$ cat src/rtl/mem_arb_pkg.sv
// mem_arb_pkg
// Shared types and defaults for the unified-memory port arbiter.
//   arbState_e : arbiter sequencing states (IDLE, BUSY, RESP)
//   owner_e    : which pipeline port owns the current memory access
//   DEFAULT_TIMEOUT : cycles mem_req may wait for mem_ack before abort
package mem_arb_pkg;

  typedef enum logic [1:0] {
    IDLE = 2'd0,
    BUSY = 2'd1,
    RESP = 2'd2
  } arbState_e;

  typedef enum logic {
    OWN_FETCH = 1'b0,
    OWN_DATA  = 1'b1
  } owner_e;

  localparam int DEFAULT_TIMEOUT = 16;

endpackage

$ cat src/rtl/mem_port_arbiter_ack_watchdog.sv
// ack_watchdog
// Counts cycles of an outstanding memory request and flags when the
// memory has failed to acknowledge within TIMEOUT cycles.
// Ports:
//   clk    : rising-edge clock
//   reset  : synchronous, active-low
//   clear  : restart the count at zero (asserted when an access starts)
//   run    : an access is outstanding; advance the count
//   expire : high during the TIMEOUT-th waiting cycle, so the access is
//            abandoned at the edge where the count reaches TIMEOUT
module ack_watchdog
  import mem_arb_pkg::*;
#(
  parameter int TIMEOUT = DEFAULT_TIMEOUT
) (
  input  logic clk,
  input  logic reset,
  input  logic clear,
  input  logic run,
  output logic expire
);

  localparam int CNT_W = $clog2(TIMEOUT + 1);
  localparam logic [CNT_W-1:0] CNT_MAX  = CNT_W'(TIMEOUT);
  localparam logic [CNT_W-1:0] CNT_LAST = CNT_W'(TIMEOUT - 1);

  logic [CNT_W-1:0] count_q;
  logic [CNT_W-1:0] count_d;

  // The count saturates at TIMEOUT so it can never wrap and fire a
  // second time if run were left asserted.
  always_comb begin
    count_d = count_q;
    if (clear) begin
      count_d = '0;
    end else if (run && (count_q != CNT_MAX)) begin
      count_d = count_q + CNT_W'(1);
    end
  end

  always_ff @(posedge clk) begin
    if (!reset) begin
      count_q <= '0;
    end else begin
      count_q <= count_d;
    end
  end

  assign expire = run & ~clear & (count_q == CNT_LAST);

endmodule

$ cat src/rtl/mem_port_arbiter.sv
// mem_port_arbiter
// Shares one single-ported instruction/data memory between the IF stage
// and the MEM stage. Data accesses win over fetches. The memory sees a
// registered req/ack handshake; results return through registered rdata
// and a one-cycle valid pulse. A taken branch (if_cancel) discards the
// result of a pending fetch without aborting the memory transaction,
// and a watchdog abandons accesses the memory never acknowledges.
// Ports:
//   clk, reset                      : clock, synchronous active-low reset
//   if_req/if_addr/if_cancel        : fetch request, PC, branch cancel
//   if_valid/if_rdata/if_stall      : fetch result pulse, data, stall
//   d_req/d_we/d_addr/d_wdata       : MEM-stage request
//   d_valid/d_rdata/d_stall         : MEM-stage completion, data, stall
//   mem_req/mem_we/mem_addr/mem_wdata : registered memory request
//   mem_ack/mem_rdata               : memory acknowledge and read data
//   bus_err                         : sticky watchdog-abort flag
module mem_port_arbiter
  import mem_arb_pkg::*;
#(
  parameter int ADDR_W  = 10,
  parameter int WORD_W  = 19,
  parameter int TIMEOUT = DEFAULT_TIMEOUT
) (
  input  logic              clk,
  input  logic              reset,
  input  logic              if_req,
  input  logic [ADDR_W-1:0] if_addr,
  input  logic              if_cancel,
  output logic              if_valid,
  output logic [WORD_W-1:0] if_rdata,
  output logic              if_stall,
  input  logic              d_req,
  input  logic              d_we,
  input  logic [ADDR_W-1:0] d_addr,
  input  logic [WORD_W-1:0] d_wdata,
  output logic              d_valid,
  output logic [WORD_W-1:0] d_rdata,
  output logic              d_stall,
  output logic              mem_req,
  output logic              mem_we,
  output logic [ADDR_W-1:0] mem_addr,
  output logic [WORD_W-1:0] mem_wdata,
  input  logic              mem_ack,
  input  logic [WORD_W-1:0] mem_rdata,
  output logic              bus_err
);

  arbState_e         state_q, state_d;
  owner_e            owner_q, owner_d;
  logic              drop_q, drop_d;
  logic              memReq_q, memReq_d;
  logic              memWe_q, memWe_d;
  logic [ADDR_W-1:0] memAddr_q, memAddr_d;
  logic [WORD_W-1:0] memWdata_q, memWdata_d;
  logic [WORD_W-1:0] ifRdata_q, ifRdata_d;
  logic [WORD_W-1:0] dRdata_q, dRdata_d;
  logic              busErr_q, busErr_d;

  logic              startData;
  logic              startFetch;
  logic              startAccess;
  logic              accessDone;
  logic              dropNow;
  logic              wdRun;
  logic              wdExpire;
  logic [WORD_W-1:0] captureWord;

  // Data has priority; a fetch that is being cancelled this very cycle
  // is never started, since its PC is already stale.
  assign startData   = (state_q == IDLE) & d_req;
  assign startFetch  = (state_q == IDLE) & ~d_req & if_req & ~if_cancel;
  assign startAccess = startData | startFetch;

  // An access ends on ack or on watchdog expiry; ack wins a tie.
  assign accessDone  = (state_q == BUSY) & (mem_ack | wdExpire);

  // A cancel arriving in the same cycle as the ack still discards the
  // fetch, otherwise the pipeline would receive a wrong-path instruction.
  assign dropNow     = (owner_q == OWN_FETCH) & (drop_q | if_cancel);

  // Writes and aborted accesses return zero rather than bus noise.
  assign captureWord = (mem_ack && !memWe_q) ? mem_rdata : '0;

  assign wdRun = (state_q == BUSY);

  ack_watchdog #(
    .TIMEOUT(TIMEOUT)
  ) u_watchdog (
    .clk   (clk),
    .reset (reset),
    .clear (startAccess),
    .run   (wdRun),
    .expire(wdExpire)
  );

  // State and datapath registers; reset abandons any access in flight.
  always_ff @(posedge clk) begin
    if (!reset) begin
      state_q    <= IDLE;
      owner_q    <= OWN_FETCH;
      drop_q     <= 1'b0;
      memReq_q   <= 1'b0;
      memWe_q    <= 1'b0;
      memAddr_q  <= '0;
      memWdata_q <= '0;
      ifRdata_q  <= '0;
      dRdata_q   <= '0;
      busErr_q   <= 1'b0;
    end else begin
      state_q    <= state_d;
      owner_q    <= owner_d;
      drop_q     <= drop_d;
      memReq_q   <= memReq_d;
      memWe_q    <= memWe_d;
      memAddr_q  <= memAddr_d;
      memWdata_q <= memWdata_d;
      ifRdata_q  <= ifRdata_d;
      dRdata_q   <= dRdata_d;
      busErr_q   <= busErr_d;
    end
  end

  // Next-state logic. A dropped fetch skips RESP so no pulse is seen.
  always_comb begin
    state_d = state_q;
    case (state_q)
      IDLE: begin
        if (startAccess) state_d = BUSY;
      end
      BUSY: begin
        if (accessDone) state_d = dropNow ? IDLE : RESP;
      end
      RESP: begin
        state_d = IDLE;
      end
      default: begin
        state_d = IDLE;
      end
    endcase
  end

  // Output logic: next values of the registered memory/result outputs,
  // plus the valid pulses and stalls decoded from registered state.
  always_comb begin
    owner_d    = owner_q;
    drop_d     = drop_q;
    memReq_d   = memReq_q;
    memWe_d    = memWe_q;
    memAddr_d  = memAddr_q;
    memWdata_d = memWdata_q;
    ifRdata_d  = ifRdata_q;
    dRdata_d   = dRdata_q;
    busErr_d   = busErr_q;

    if (startData) begin
      owner_d    = OWN_DATA;
      drop_d     = 1'b0;
      memReq_d   = 1'b1;
      memWe_d    = d_we;
      memAddr_d  = d_addr;
      memWdata_d = d_wdata;
    end else if (startFetch) begin
      owner_d    = OWN_FETCH;
      drop_d     = 1'b0;
      memReq_d   = 1'b1;
      memWe_d    = 1'b0;
      memAddr_d  = if_addr;
      memWdata_d = '0;
    end

    if (state_q == BUSY) begin
      if ((owner_q == OWN_FETCH) && if_cancel) drop_d = 1'b1;
      if (accessDone) begin
        memReq_d = 1'b0;
        if (owner_q == OWN_FETCH) begin
          ifRdata_d = captureWord;
        end else begin
          dRdata_d = captureWord;
        end
        if (!mem_ack) busErr_d = 1'b1;
      end
    end

    if_valid = (state_q == RESP) & (owner_q == OWN_FETCH) & ~if_cancel;
    d_valid  = (state_q == RESP) & (owner_q == OWN_DATA);
    if_stall = if_req & ~if_valid;
    d_stall  = d_req & ~d_valid;
  end

  assign mem_req   = memReq_q;
  assign mem_we    = memWe_q;
  assign mem_addr  = memAddr_q;
  assign mem_wdata = memWdata_q;
  assign if_rdata  = ifRdata_q;
  assign d_rdata   = dRdata_q;
  assign bus_err   = busErr_q;

endmodule
$ cat config.mk
export PLATFORM = sky130hd
export DESIGN_NAME = mem_port_arbiter
export DESIGN_NICKNAME = d
export VERILOG_FILES = /design/src/rtl/mem_arb_pkg.sv /design/src/rtl/mem_port_arbiter_ack_watchdog.sv /design/src/rtl/mem_port_arbiter.sv
export SDC_FILE = /design/constraint.sdc
export NUM_CORES = 1
export LEC_CHECK = 0
export ABC_AREA = 1
export BUFFER_PORTS_ARGS = -buffer_cell sky130_fd_sc_hd__buf_2
export CORE_UTILIZATION = 44
export DETAILED_ROUTE_END_ITERATION = 12
export GPL_TIMING_DRIVEN = 0
export PLACE_DENSITY = 0.82
export SETUP_SLACK_MARGIN = 0.05
export SYNTH_ARGS = -nofsm -noshare
export SYNTH_HDL_FRONTEND = slang
export SYNTH_SLANG_ARGS = --single-unit
export TNS_END_PERCENT = 1
$ cat constraint.sdc
create_clock -name clk -period 1.7 [get_ports clk]
set_input_delay 0.34 -clock clk [delete_from_list [all_inputs] [get_ports clk]]
set_output_delay 0.34 -clock clk [all_outputs]
set_load 0.1 [all_outputs]
-- Yosys cells after proc, flatten, opt, wreduce, memory -nomap -nowiden
Index checks and enable logic that the tools add are counted.
- add/subtract/negate cells: 1
- equality and inequality tests: 6
- muxes and demuxes: 20
- bitwise logic cells: 24
- reductions and logical operators: 11
- operators by type and width (cell ; count):
    $mux 19 ; 3
    $mux 10 ; 2
    $and 1x1->1 ; 13
    $mux 1 ; 11
    $reduce_and 3->1 ; 3
    $not 1->1 ; 8
    $mux 2 ; 3
    $add 5x1->5 const B ; 1
    $eq 5x4->1 const B ; 1
    $ne 5x5->1 const B ; 1
    $pmux 2 s2 ; 1
    $logic_and 1x1->1 ; 3
    $or 1x1->1 ; 3
    $eq 2x1->1 const B ; 1
    $eq 2x2->1 const B ; 1
    $logic_not 2->1 ; 1
    $ne 2x1->1 const B ; 1
    $ne 2x2->1 const B ; 1
    $reduce_and 2->1 ; 1
    $reduce_bool 2->1 ; 1
    $reduce_or 2->1 ; 1
    $logic_not 1->1 ; 1
- flip-flop bits (word level): 79
- output and inout bits: 74

-- Logic depth before layout (Yosys ltp)
Gate-level depths: netlist of run 1.
- depth in word-level cells: 12
- depth in mapped cells: 10
- mapped depth without buffers: 10

-- By module
Synthesis of run 1 repeated with hierarchy kept, for this count alone.
- cells, all modules: 530
- area total of the unflattened synthesis: 3567.2 µm²
- by module, submodules not included (module ; instances ; cells each ; area each (µm²) ; sequential area each (µm²)):
    mem_port_arbiter ; 1 ; 484 ; 3260.6 ; 1481.4
    ack_watchdog ; 1 ; 46 ; 306.5 ; 100.1

-- Worst setup path before layout of run 1
No wires, ideal clock.
- path kind: register -> output
- start point: register state_q[1]
- end point: output port if_stall
- arrival: 3.944 ns
- required time: 1.360 ns
- path slack: -2.584 ns
- cell stages (with the launch flop): 6
- path buffers: 0
- cells stage by stage: dfxtp_1 -> inv_1 -> nor2_1 -> inv_1 -> nor3_1 -> nor2_1
- cells in the longest elaborated chain, start to end: 5
- ends and longest elaborated chain (element ; RTL line ; RTL):
    from (decl) ; mem_port_arbiter.sv:48 ; arbState_e state_q, state_d;
    from (signal assigned) ; mem_port_arbiter.sv:110 ; state_q <= state_d;
    $eq 2x2->1 ; mem_port_arbiter.sv:184 ; if_valid = (state_q == RESP) & (owner_q == OWN_FETCH) & ~if_cancel;
    $and 1x1->1 (2 in a row) ; mem_port_arbiter.sv:184 ;
    named net if_valid ; mem_port_arbiter.sv:29 ; output logic if_valid,
    $not 1->1 ; mem_port_arbiter.sv:186 ; if_stall = if_req & ~if_valid;
    $and 1x1->1 ; mem_port_arbiter.sv:186 ;
    to (decl) ; mem_port_arbiter.sv:31 ; output logic if_stall,
The timed path passes the listed nets, and every way through them passes these cells.

-- Final worst setup path of run 1
- start point: register state_q[1]
- end point: output port if_stall
- cells in the longest elaborated chain, start to end: 5
- ends and longest elaborated chain (element ; RTL line):
    $eq 2x2->1 ; mem_port_arbiter.sv:184
    $and 1x1->1 (2 in a row) ; mem_port_arbiter.sv:184
    $not 1->1 ; mem_port_arbiter.sv:186
    $and 1x1->1 ; mem_port_arbiter.sv:186
No other way between the ends.

==> impl_results.md, run 1 <==
* Clk pin slew, worst setup/hold paths at 0.08 ns
* Post-Synthesis Cell Area at 3490 um^2
* Final slew viol count at 0
* Final Hold Vio Count at 0
* Detailed Route WL at 9440 um
* Grt total ovfl at 0
* Yosys cell types at 23
* Avg Cell Area, Syn at 6.71 um^2
* Most common cell after layout, fill and taps aside: nand2_1
* WP data arrival at 1.34 ns
* CP Data Required Time at 1.36 ns
* Diode count at 0
* Fillers at 725
* CTS max path bufs at 2
* Hold EP: mem_we
* R2R Path End: d_rdata[17]
* Layer with the highest usage: met2
* Fin crit share at 99.0%
* Yosys reg bits at 79
* Post-route minimum period at 1.68 ns
* GRT Util Overall at 22.9%
* Async set-reset flop share out of synthesis at 0%
* I/O Buffers at 138
* # IOs at 139
* Synth Warn # at 0
* Fin area at 4720 um^2
* Reg2reg path depth at 10
* Final Setup Violations at 0
* Residual DRC at 0
* Post-DP HPWL at 7000 um
* Placed cell areas at 4340 um^2
* Worst R2R Start: u_watchdog.count_q[0]
* Per-cell routed wire length at 12.0 um
* Number of global-route vias before repair at 3,404
* TritonCTS Buffers at 9
* Number of synthesized flops with an enable pin at 0
* Core Rows at 32
* PwrDens at 1060 nW/um^2
* Core Area at 7690 um^2
* Via count at 3,697
* Grt met1 use at 27.0%
* Worst VDD drop at 0.000628 V
* First-pass GRT wire length at 15,200 um
* CP Launch Type: flip-flop
* Worst Hold Class: input pin to flip-flop
* Met2 GRT Util at 40.1%
* Register area share after synthesis at 45.3%
* Initial antenna violation count at 0
* Max Cap Violations at 0
* First-pass DRT Iterations at 5
* Clock Latency Late Sink at 0.35 ns
* Antenna Nets Post-Route at 0
* H-tree depth at 3
* Worst setup EP type: primary output
* # clock sinks at 79
* Die area at 8300 um^2
* Gpl congestion at 0.829
* Largest net degree at the start of global routing at 14
* Cts hold-fix bufs at 0
* Share of cells above drive strength 1 at 30.4%
* Setup Skew at 0.00962 ns
* Status: finished, final reports clean
* R2r setup slk at 0.03 ns
* Die Width at 91.1 um
* Max Clk Rate at 594 MHz
* Post-DR vias/cell at 4.70
* Relative slew slack at 66.6%
* Die H at 91.1 um
* Max FO, Critical Path at 3
* CP Launch Point: state_q[1]
* Leakage at 2.49 nW
* Total power at 0.00499 W
* Slew @ Worst Pin at 0.505 ns
* Clk root buf: clkbuf_8
* Hold_sp: d_we
* Main synth FF type: dfxtp_1
* Post-Syn Nets at 589
* Kind of critical path: flip-flop to primary output
* RSZ-0062 raised after global routing: true
* GR Layer Usage met3 at 5.11%
* Commonest non-fill, non-tap cells in the layout: 194 x nand2_1, 143 x buf_2, 74 x dfxtp_1, 61 x inv_1, 48 x nor2_1
* NumNets Final at 748
* Synthesis-to-layout area growth at 35.2%
* TritonCTS clock tree: built
* Post-Synthesis Cells at 521
* Final core occ at 61.4%
* Iter 0 DRT Violations at 152
* Hold path depth at 3
* Initial Util at 45.5%
[what timing repair did]
action | in CTS | in global routing
gates resized for setup | 32 | 9
pin swaps | 6 | 3
endpoints found under the setup margin | 44 | 55
gates cloned | 0 | 2
setup buffers | 7 | 1
[metrics by stage]
step	setup TNS (ns)	instances	hold WS, ns	worst slack, ns
2_1_floorplan	-0.563	521	0.449	-0.367
3_3_place_gp	-2.56	761	0.425	-0.167
3_5_place_dp	-4.15	761	0.435	-0.229
4_1_cts	0	783	0.223	0.00570
5_1_grt	-0.918	786	0.229	-0.0673
6_report	0	786	0.229	0.0169
[sequential cells by signal (all words and copies together), names as in the netlist]
signal / flops
state_q: 2
bus_err: 1
mem_addr: 10
owner_q: 1
drop_q: 1
if_rdata: 19
u_watchdog.count_q: 5
mem_req: 1
d_rdata: 19
mem_wdata: 19
mem_we: 1
[final cells by class]
cell class,instances,area (um^2),share of cell area (%)
Multi-Input combinational cell,351,1580,33.5
Clock inverter,5,60.1,1.27
Sequential cell,79,1590,33.7
Buffer,25,173,3.66
Timing Repair Buffer,148,808,17.1
Tap cell,102,128,2.70
Inverter,66,250,5.30
Clock buffer,10,128,2.70
[kinds of logic (layout without fill, tap and decap cells)]
| kind of cell | Yosys count | after routing | share of synthesized area (%) |
|---|---|---|---|
| fa+ha+maj | 3 | 3 | 1.07 |
| flops | 79 | 79 | 45.3 |
| simple gates | 301 | 301 | 35.1 |
| buf+inv | 91 | 254 | 11.2 |
| compound gates | 47 | 47 | 7.34 |
[Yosys cell counts, drive strengths merged (2+ instances only)]
library cell	number	area, um^2
ha	3	37.5
o21ai	3	15.0
nand3	39	195
inv	66	248
buf	19	121
nor2	55	231
dfxtp	79	1580
clkbuf	6	22.5
nor3	4	20.0
nand2	197	742
o22ai	2	12.5
a21oi	41	216
and3	4	25.0
[worst max-delay path, stage by stage (launching register included)]
cell     delay [ns]
dfxtp_4        0.37
inv_4          0.04
nor2_4         0.07
inv_2          0.07
nor3_4         0.23
nor2_4         0.06
buf_12         0.17
[where the power goes]
group / switching [W] / total [W] / internal (W)
clock: 0.000681 / 0.00135 / 0.000673
combinational: 0.00126 / 0.00160 / 0.000341
sequential: 0.0000688 / 0.00204 / 0.00197
total: 0.00201 / 0.00499 / 0.00298
[routing by layer]
| metal | part of all wire (%) | wire, um |
|---|---|---|
| met1 | 43 | 4030 |
| met2 | 47 | 4460 |
| met3 | 8.4 | 797 |
| met4 | 1.7 | 160 |
| met5 | 0 | 0 |
[worst max-delay path by stage]
stage	end	slack, ns	depth (start not counted)
6_report	if_stall	0.02	6
5_1_grt	if_stall	-0.07	6
4_1_cts	if_stall	0.006	6
3_5_place_dp	d_rdata[16]	-0.23	10
3_3_place_gp	d_rdata[14]	-0.17	10
2_1_floorplan	if_stall	-0.37	5
(Power assumes the default switching activity.)
==> inputs of run 2 (changes only) <==
--- a/config.mk
+++ b/config.mk
@@ -10,7 +10,7 @@
 export CORE_UTILIZATION = 44
 export DETAILED_ROUTE_END_ITERATION = 12
 export GPL_TIMING_DRIVEN = 0
-export PLACE_DENSITY = 0.82
+export PLACE_DENSITY = 0.73
 export SETUP_SLACK_MARGIN = 0.05
 export SYNTH_ARGS = -nofsm -noshare
 export SYNTH_HDL_FRONTEND = slang
==> impl_results.md, run 2 (synthesis results as in run 1) <==
* Post-route minimum period at 1.73 ns (+0.0473 ns)
* RSZ-0062 raised after global routing: true
* Grt total ovfl at 0 (unchanged)
* Failing checks: DRC, setup timing
* Clk pin slew, worst setup/hold paths at 0.08 ns (about the same)
* # clock sinks at 79 (unchanged)
* Final Setup Violations at 2 (+2)
* Core Rows at 32 (unchanged)
* NumNets Final at 747 (-0.13%)
* Initial Util at 45.5% (unchanged)
* Commonest non-fill, non-tap cells in the layout: 193 x nand2_1, 143 x buf_2, 74 x dfxtp_1, 60 x inv_1, 46 x nor2_1
* Slew @ Worst Pin at 0.504 ns (-0.000666 ns)
* Leakage at 2.51 nW (+0.63%)
* CP Data Required Time at 1.36 ns (about the same)
* Detailed Route WL at 9750 um (+3.3%)
* Per-cell routed wire length at 12.4 um (+3.3%)
* Clk root buf: clkbuf_8
* Most common cell after layout, fill and taps aside: nand2_1
* Pre-CTS setup slack at -0.227 ns (+0.00179 ns)
* Post-DP HPWL at 6890 um (-1.5%)
* Fin crit share at 102% (+2.8 points)
* Initial antenna violation count at 0 (unchanged)
* Fin area at 4800 um^2 (+1.5%)
* Post-route setup slack at -0.0304 ns (-0.0473 ns)
* TritonCTS Buffers at 9 (unchanged)
* Gpl congestion at 0.810 (-2.2%)
* Final core occ at 62.4% (+0.94 points)
* Antenna Nets Post-Route at 0 (unchanged)
* Diode count at 0 (unchanged)
* Worst Hold Class: input pin to flip-flop
* Residual DRC at 1 (+1)
* Clock Latency Late Sink at 0.35 ns (about the same)
* Setup Skew at 0.0142 ns (+0.00456 ns)
* Number of global-route vias before repair at 3,301 (-3.0%)
* First-pass GRT wire length at 15,600 um (+2.3%)
* Status: finished, violations left
* Via count at 3,689 (-0.22%)
* Share of cells above drive strength 1 at 31.7% (+1.3 points)
* Kind of critical path: flip-flop to primary output
* Final Hold Vio Count at 0 (unchanged)
* Final slew viol count at 0 (unchanged)
* TritonCTS clock tree: built
* PwrDens at 1070 nW/um^2 (+1.4%)
* Max Clk Rate at 578 MHz (-2.7%)
* Die H at 91.1 um (unchanged)
* Post-DR vias/cell at 4.69 (-0.22%)
* Max FO, Critical Path at 3 (unchanged)
* Die Width at 91.1 um (unchanged)
* Largest net degree at the start of global routing at 13 (-1)
* WP data arrival at 1.39 ns (+0.05 ns)
* GRT Util Overall at 23.6% (+0.70 points)
* H-tree depth at 3 (unchanged)
* Core Area at 7690 um^2 (unchanged)
* Relative slew slack at 66.4% (-0.19 points)
* First-pass DRT Iterations at 9 (+4)
* Worst VDD drop at 0.000603 V (-4.0%)
* Synthesis-to-layout area growth at 37.2%
* Placed cell areas at 4340 um^2 (unchanged)
* Max Cap Violations at 0 (unchanged)
* R2r setup slk at 0.05 ns (+0.02 ns)
* CTS max path bufs at 2 (unchanged)
* Iter 0 DRT Violations at 162 (+6.6%)
* I/O Buffers at 138 (unchanged)
* CP Launch Type: flip-flop
* # IOs at 139 (unchanged)
* Worst setup EP type: primary output
* Fin Setup TNS at -0.0545 ns (-0.0545 ns)
* Die area at 8300 um^2 (unchanged)
run 2: critical path: stages (launching register included):
cell and delay [ns]:
dfxtp_2 0.34, inv_2 0.04, nor2_2 0.09, inv_2 0.07, nor3_4 0.27, nor2_4 0.06
buf_12 0.17
run 2: worst paths after layout:
| check | startpoint | endpoint | depth (start not counted) |
|---|---|---|---|
| setup / recovery | state_q[1] | if_stall | 6 |
| hold / removal | d_we | mem_we | 3 |
| setup reg to reg | u_watchdog.count_q[1] | d_rdata[2] | 10 |
| hold reg to reg | mem_addr[5] | mem_addr[5] | 2 |
run 2: final cells by class:
class / count / area, um^2
Buffer: 25 / 173
Clock buffer: 14 / 173
Clock inverter: 2 / 37.5
Fill cell: 707 / 2890
Inverter: 66 / 248
Multi-Input combinational cell: 351 / 1630
Sequential cell: 79 / 1600
Tap cell: 102 / 128
Timing Repair Buffer: 147 / 817
run 2: through the flow:
step	std cells	hold WS [ns]	total power, W
after detailed placement	761	0.429	0.00363
final	786	0.227	0.00514
after global routing	786	0.231	0.00537
after floorplan	521	0.449	0.00331
after global placement	761	0.425	0.00361
after CTS	784	0.215	0.00513
run 2: routing by layer:
metal  vias up  track usage [%]  part of all wire [%]
li1       1907                -                     -
met1      1620             30.6                    45
met2       146             38.4                    47
met3        16             4.69                   6.5
met4         0             9.39                   1.8
met5         -                0                     0
run 2: report_power, final:
part | switching, W | internal (W) | total [W]
clock | 0.000680 | 0.000802 | 0.00148
combinational | 0.00127 | 0.000351 | 0.00162
sequential | 0.0000665 | 0.00197 | 0.00204
total | 0.00202 | 0.00312 | 0.00514
run 2: what timing repair did:
action | in CTS | in global routing
endpoints found under the hold margin | 0 | 0
resized for setup | 27 | 27
hold buffers | 0 | 0
setup buffers | 7 | 1
pin swaps | 6 | 7
gates cloned | 0 | 1
endpoints found under the setup margin | 44 | 53
